**config.mk**
```make
export PLATFORM = sky130hd
export DESIGN_NAME = cv32e40x_xif_commit_tracker_flat
export DESIGN_NICKNAME = d
export VERILOG_FILES = /design/src/rtl/cv32e40x_xif_commit_tracker_if.sv /design/src/rtl/cv32e40x_xif_commit_tracker.sv /design/src/flat_wrapper.sv
export SDC_FILE = /design/constraint.sdc
export NUM_CORES = 1
export LEC_CHECK = 0
export BUFFER_PORTS_ARGS = -buffer_cell sky130_fd_sc_hd__buf_2
export CAP_MARGIN = 20
export CORE_MARGIN = 5
export CORE_UTILIZATION = 31
export DETAILED_ROUTE_END_ITERATION = 16
export GPL_TIMING_DRIVEN = 0
export PLACE_DENSITY = 0.5
export SYNTH_ARGS = -nofsm -noshare
export SYNTH_HDL_FRONTEND = slang
export SYNTH_SLANG_ARGS = --single-unit
export TNS_END_PERCENT = 10
```
**constraint.sdc**
```tcl
create_clock -name clk -period 2.45 [get_ports clk]
set_input_delay 0.245 -clock clk [delete_from_list [all_inputs] [get_ports clk]]
set_output_delay 0.245 -clock clk [all_outputs]
set_load 0.05 [all_outputs]
```
**src/rtl/cv32e40x_xif_commit_tracker_if.sv**
```systemverilog
// Purpose: bundles the issue, commit and execute/drop signals of the commit tracker.
// Latency: none; this interface only carries signals.
// Backpressure: issue uses issue_ready_o, execute uses exec_ready_i, and drops are never stalled.
interface cv32e40x_xif_commit_tracker_if #(
    parameter int unsigned DEPTH    = 4,
    parameter int unsigned ID_WIDTH = 4
);
    localparam int unsigned CW = $clog2(DEPTH + 1);

    logic                issue_valid_i;
    logic                issue_ready_o;
    logic [ID_WIDTH-1:0] issue_id_i;
    logic                commit_valid_i;
    logic [ID_WIDTH-1:0] commit_id_i;
    logic                commit_kill_i;
    logic                exec_valid_o;
    logic                exec_ready_i;
    logic [ID_WIDTH-1:0] exec_id_o;
    logic                drop_valid_o;
    logic [ID_WIDTH-1:0] drop_id_o;
    logic [CW-1:0]       count_o;
    logic                commit_error_o;

    // Tracker side.
    modport slave (
        input  issue_valid_i, issue_id_i, commit_valid_i, commit_id_i, commit_kill_i, exec_ready_i,
        output issue_ready_o, exec_valid_o, exec_id_o, drop_valid_o, drop_id_o, count_o, commit_error_o
    );

    // Core / execution-unit side.
    modport master (
        output issue_valid_i, issue_id_i, commit_valid_i, commit_id_i, commit_kill_i, exec_ready_i,
        input  issue_ready_o, exec_valid_o, exec_id_o, drop_valid_o, drop_id_o, count_o, commit_error_o
    );
endinterface

```
**src/rtl/cv32e40x_xif_commit_tracker.sv**
```systemverilog
// Purpose: an in-order table of offloaded IDs that releases committed entries to execution and discards killed entries.
// Latency: a commit or kill on the head shows on exec/drop one cycle later, and a push shows in count_o one cycle later.
// Backpressure: issue stalls when the table is full, exec holds while exec_ready_i is low, and drops never stall.
module cv32e40x_xif_commit_tracker #(
    parameter int unsigned DEPTH    = 4,
    parameter int unsigned ID_WIDTH = 4
) (
    input  logic                             clk,
    input  logic                             rst,
    cv32e40x_xif_commit_tracker_if.slave     xif
);
    localparam int unsigned PW = (DEPTH > 1) ? $clog2(DEPTH) : 1;
    localparam int unsigned CW = $clog2(DEPTH + 1);

    typedef enum logic [1:0] {
        SLOT_FREE      = 2'd0,
        SLOT_PENDING   = 2'd1,
        SLOT_COMMITTED = 2'd2,
        SLOT_KILLED    = 2'd3
    } slot_state_e;

    slot_state_e         state_q [DEPTH];
    slot_state_e         state_d [DEPTH];
    logic [ID_WIDTH-1:0] id_q    [DEPTH];
    logic [ID_WIDTH-1:0] id_d    [DEPTH];
    logic [PW-1:0]       hd_q, hd_d, tl_q, tl_d;
    logic [CW-1:0]       count_q, count_d;
    logic                err_q, err_d;

    slot_state_e         head_state;
    slot_state_e         resolve_state;
    logic                exec_vld, drop_vld, issue_rdy;
    logic                push, pop;
    logic                hit_tbl, hit_push;

    // Head status and handshakes. These depend only on registered state and the
    // issue/exec strobes, so no commit input reaches an output.
    always_comb begin
        head_state = state_q[hd_q];
        exec_vld   = (head_state == SLOT_COMMITTED);
        drop_vld   = (head_state == SLOT_KILLED);
        issue_rdy  = (count_q < CW'(DEPTH));
        push       = xif.issue_valid_i && issue_rdy;
        pop        = drop_vld || (exec_vld && xif.exec_ready_i);
    end

    // Next-state logic: resolve a commit or kill, then apply the pop and the push.
    always_comb begin
        state_d       = state_q;
        id_d          = id_q;
        hd_d          = hd_q;
        tl_d          = tl_q;
        count_d       = count_q;
        err_d         = err_q;
        hit_tbl       = 1'b0;
        hit_push      = 1'b0;
        resolve_state = xif.commit_kill_i ? SLOT_KILLED : SLOT_COMMITTED;

        if (xif.commit_valid_i) begin
            // Only PENDING slots can match. A head that pops this cycle is
            // already resolved, so a commit aimed at it counts as an error.
            for (int unsigned i = 0; i < DEPTH; i++) begin
                if (!hit_tbl && (state_q[i] == SLOT_PENDING) && (id_q[i] == xif.commit_id_i)) begin
                    state_d[i] = resolve_state;
                    hit_tbl    = 1'b1;
                end
            end
            if (!hit_tbl && push && (xif.issue_id_i == xif.commit_id_i)) begin
                hit_push = 1'b1;
            end
            if (!hit_tbl && !hit_push) begin
                err_d = 1'b1;
            end
        end

        if (pop) begin
            state_d[hd_q] = SLOT_FREE;
            hd_d          = hd_q + PW'(1);
        end

        // When the table is full no push occurs, so slot tl is always FREE
        // here and never collides with the popped head.
        if (push) begin
            state_d[tl_q] = hit_push ? resolve_state : SLOT_PENDING;
            id_d[tl_q]    = xif.issue_id_i;
            tl_d          = tl_q + PW'(1);
        end

        case ({push, pop})
            2'b10:   count_d = count_q + CW'(1);
            2'b01:   count_d = count_q - CW'(1);
            default: count_d = count_q;
        endcase
    end

    // State register with a synchronous reset that discards every entry.
    always_ff @(posedge clk) begin
        if (rst) begin
            for (int unsigned i = 0; i < DEPTH; i++) begin
                state_q[i] <= SLOT_FREE;
                id_q[i]    <= '0;
            end
            hd_q    <= '0;
            tl_q    <= '0;
            count_q <= '0;
            err_q   <= 1'b0;
        end else begin
            state_q <= state_d;
            id_q    <= id_d;
            hd_q    <= hd_d;
            tl_q    <= tl_d;
            count_q <= count_d;
            err_q   <= err_d;
        end
    end

    assign xif.issue_ready_o  = issue_rdy;
    assign xif.exec_valid_o   = exec_vld;
    assign xif.exec_id_o      = exec_vld ? id_q[hd_q] : '0;
    assign xif.drop_valid_o   = drop_vld;
    assign xif.drop_id_o      = drop_vld ? id_q[hd_q] : '0;
    assign xif.count_o        = count_q;
    assign xif.commit_error_o = err_q;
endmodule

```
**src/flat_wrapper.sv**
```systemverilog
// flat-port wrapper written by rule: the top's interface ports become plain ports
module cv32e40x_xif_commit_tracker_flat 
#(
    parameter int unsigned DEPTH    = 4,
    parameter int unsigned ID_WIDTH = 4
)
  (clk, rst, xif_issue_valid_i, xif_issue_id_i, xif_commit_valid_i, xif_commit_id_i, xif_commit_kill_i, xif_exec_ready_i, xif_issue_ready_o, xif_exec_valid_o, xif_exec_id_o, xif_drop_valid_o, xif_drop_id_o, xif_count_o, xif_commit_error_o);
  cv32e40x_xif_commit_tracker_if #(.DEPTH(DEPTH), .ID_WIDTH(ID_WIDTH)) xif_i ();
  input  logic clk;
  input  logic rst;
  input wire logic [$bits(xif_i.issue_valid_i)-1:0] xif_issue_valid_i;
  input wire logic [$bits(xif_i.issue_id_i)-1:0] xif_issue_id_i;
  input wire logic [$bits(xif_i.commit_valid_i)-1:0] xif_commit_valid_i;
  input wire logic [$bits(xif_i.commit_id_i)-1:0] xif_commit_id_i;
  input wire logic [$bits(xif_i.commit_kill_i)-1:0] xif_commit_kill_i;
  input wire logic [$bits(xif_i.exec_ready_i)-1:0] xif_exec_ready_i;
  output wire logic [$bits(xif_i.issue_ready_o)-1:0] xif_issue_ready_o;
  output wire logic [$bits(xif_i.exec_valid_o)-1:0] xif_exec_valid_o;
  output wire logic [$bits(xif_i.exec_id_o)-1:0] xif_exec_id_o;
  output wire logic [$bits(xif_i.drop_valid_o)-1:0] xif_drop_valid_o;
  output wire logic [$bits(xif_i.drop_id_o)-1:0] xif_drop_id_o;
  output wire logic [$bits(xif_i.count_o)-1:0] xif_count_o;
  output wire logic [$bits(xif_i.commit_error_o)-1:0] xif_commit_error_o;
  assign xif_i.issue_valid_i = xif_issue_valid_i;
  assign xif_i.issue_id_i = xif_issue_id_i;
  assign xif_i.commit_valid_i = xif_commit_valid_i;
  assign xif_i.commit_id_i = xif_commit_id_i;
  assign xif_i.commit_kill_i = xif_commit_kill_i;
  assign xif_i.exec_ready_i = xif_exec_ready_i;
  assign xif_issue_ready_o = xif_i.issue_ready_o;
  assign xif_exec_valid_o = xif_i.exec_valid_o;
  assign xif_exec_id_o = xif_i.exec_id_o;
  assign xif_drop_valid_o = xif_i.drop_valid_o;
  assign xif_drop_id_o = xif_i.drop_id_o;
  assign xif_count_o = xif_i.count_o;
  assign xif_commit_error_o = xif_i.commit_error_o;
  cv32e40x_xif_commit_tracker #(.DEPTH(DEPTH), .ID_WIDTH(ID_WIDTH)) u_core (.clk(clk), .rst(rst), .xif(xif_i));
endmodule
```
==> summary.txt <==
status - finished clean
Crit path depth - 10
Synthesized Nets - 259
RePlAce Congestion - 0.8217
headroom to the max-slew limit - 49.20%
# DRC - 0
clock slew at reported path FFs - 0.07 ns
die extent in y - 90.16 µm
FMAX - 429.3 MHz
Crit Path Category - flop to flop
Final nets - 295
CP peak stage delay - 0.37 ns
via/cell ratio - 5.017
VDD IR max - 0.2034 mV
Final Critical Period - 2.329 ns
Final Slew Violations - 0
Iter 0 DRT Violations - 95
initial antenna violation count - 0
Crit Path Max Fanout - 5
cell area after synthesis - 1992 µm²
reg2reg path depth - 10
CTS Sinks - 32
skew final - 0.006618 ns
number of H-tree branching levels - 2
WL final - 5344 µm
Horiz. Die Dim - 90.16 µm
most used cell along the critical path - buf_6
syn avg cell area - 8.476 µm²
Hold Crit Depth - 2
core box area - 6314 µm²
Worst Tran Pin Value - 0.7562 ns
via count - 1751
P_leak - 0.9728 nW
post-route cell area - 2354 µm²
pin count of the biggest net entering global routing - 11
WP data required - 2.66 ns
Final Cycle Share - 95.08%
Setup crit end kind - flop
row count - 29
commonest non-fill, non-tap cell in the layout - nand2_1
drt first pass iters - 5
n_diodes - 0
Layout fillers - 691
share of flip-flops with an asynchronous set or reset - 0%
post-DP HPWL - 4206 µm
Hold Crit Class - primary input to flop
post-synthesis sequential area ratio - 32.16%
YS warnings - 0
root buffer cell - clkbuf_8
pwr dens - 512.6 nW/µm²
vias in the first global route - 1693
final hold vios - 0
Netlist cell types - 43
total gr overflow - 0
overall power - 1.206 mW
Final setup viols - 0
Total GRT Usage - 13.63%
Initial Util - 31.55%
Worst-Skew Late Latency - 0.29 ns
CTS tree - built
Synth Register Bits - 32
area grow syn2layout - 18.15%
Max Cap Viol - 0
input/output buffers - 24
IO Pins - 29
first-pass GRT wire length - 8845 µm
largest delay contributor family on the critical path - adder cells
number of synthesized flops with an enable pin - 0
drt wl/cell - 15.31 µm
Crit-path slowest cell - fa_1
ys flop type - dfxtp_1
maximum root-to-sink buffer count - 2
CP bufs+invs - 3
WHS - 0.2207 ns
DP Area - 2210 µm²
total CTS buffers - 5
Critical Path Source Type - flop
commonest cells after routing, fill and taps aside - nand2_1, dfxtp_1, buf_2, a21oi_1, inv_1
Syn Inst Count - 235
Cell Chain, Critical Path - buf_6 -> mux4_2 -> o21a_1 -> buf_6 -> ha_2 -> inv_1 -> fa_1 -> xor2_1 -> or3_1 -> a21oi_2
die area - 8129 µm²
Post-CTS Hold Fix Bufs - 0
share of layout cells above drive strength 1 - 21.32%
CP arrival - 2.54 ns
ANT nets after route - 0
-- report_power, final --
part           switching [mW]  leakage (nW)  internal [mW]
sequential             0.0227         0.261          0.545
clock                   0.196        0.0455          0.229
combinational           0.133         0.666         0.0812
-- per-stage QoR --
stage	worst slack [ns]	utilization [%]	instances	setup TNS, ns
CTS	0.02200	36.86	347	0
finish	0.1206	37.28	349	0
detailed placement	-0.2263	35.00	336	-0.2948
floorplan	0.08254	-	235	0
global placement	-0.2352	35.00	336	-0.2475
global route	-0.01741	37.28	349	-0.01741
-- area by class of cell --
type | count | area [µm²] | share of cell area [%]
Clock buffer | 8 | 90.09 | 3.828
Inverter | 16 | 60.06 | 2.552
Tap cell | 77 | 96.34 | 4.094
Buffer | 13 | 73.82 | 3.137
Multi-Input combinational cell | 173 | 1225 | 52.05
Sequential cell | 32 | 643.1 | 27.33
Timing Repair Buffer | 30 | 165.2 | 7.018
-- Yosys cell counts (2+ instances only) --
cell type,n,area share (%)
inv_1,16,3.0
and3_1,5,1.6
dfxtp_1,32,32
nor2b_1,2,0.63
o21ai_0,2,0.50
xor2_1,9,4.0
nand2_1,34,6.4
nor3_1,4,1.0
o211ai_1,4,1.5
a21oi_1,23,5.8
a21boi_0,2,0.75
ha_1,9,5.7
xnor2_1,12,5.3
a31oi_1,3,0.94
a311oi_1,2,0.88
and2_1,8,2.5
nor2_1,14,2.6
clkbuf_1,7,1.3
nand3_1,15,3.8
buf_2,4,1.0
mux4_2,5,5.7
buf_6,2,1.1
-- timing repair --
action / CTS / global route
gates resized for setup: 3 / 4
buffers inserted: 3 / 3
setup endpoints to repair: 2 / 5
pin swaps: 0 / 1
hold endpoints to repair: 0 / 0
-- final timing paths --
path                                                           end                          from  slack, ns
worst max-delay path            u_core.xif.count_o[2]$_SDFFE_PP0P_   u_core.hd_q[0]$_SDFFE_PP0N_       0.12
worst min register to register        u_core.id_q[13]$_SDFFE_PP0P_  u_core.id_q[13]$_SDFFE_PP0P_       0.48
worst max register to register  u_core.xif.count_o[2]$_SDFFE_PP0P_   u_core.hd_q[0]$_SDFFE_PP0N_       0.12
worst min-delay path                  u_core.state_q[0]$_SDFF_PP0_             xif_commit_kill_i       0.22
-- registers in the layout (all words and copies together), names as in the netlist --
register                   count
u_core.state_q                 8
u_core.hd_q                    2
u_core.id_q                   16
u_core.xif.commit_error_o      1
u_core.xif.count_o             3
u_core.tl_q                    2
-- cell families (layout without fill, tap and decap cells) --
logic type	after synthesis	in the layout	synth area share (%)
simple gates	89	89	22.68
compound gates	46	46	15.08
flops	32	32	32.16
buf+inv	30	67	6.658
xor+xnor	21	21	9.234
fa+ha+maj	10	10	6.658
mux	7	7	7.538
-- per-layer routing --
metal | up-vias | GRT usage (%) | routed length [µm]
met2 | 36 | 21.77 | 2523
met4 | 0 | 5.211 | 84
met3 | 6 | 3.255 | 292
met5 | - | 0 | 0
li1 | 879 | - | -
met1 | 830 | 17.71 | 2443
No activity file was read; power rests on OpenSTA's default activity.
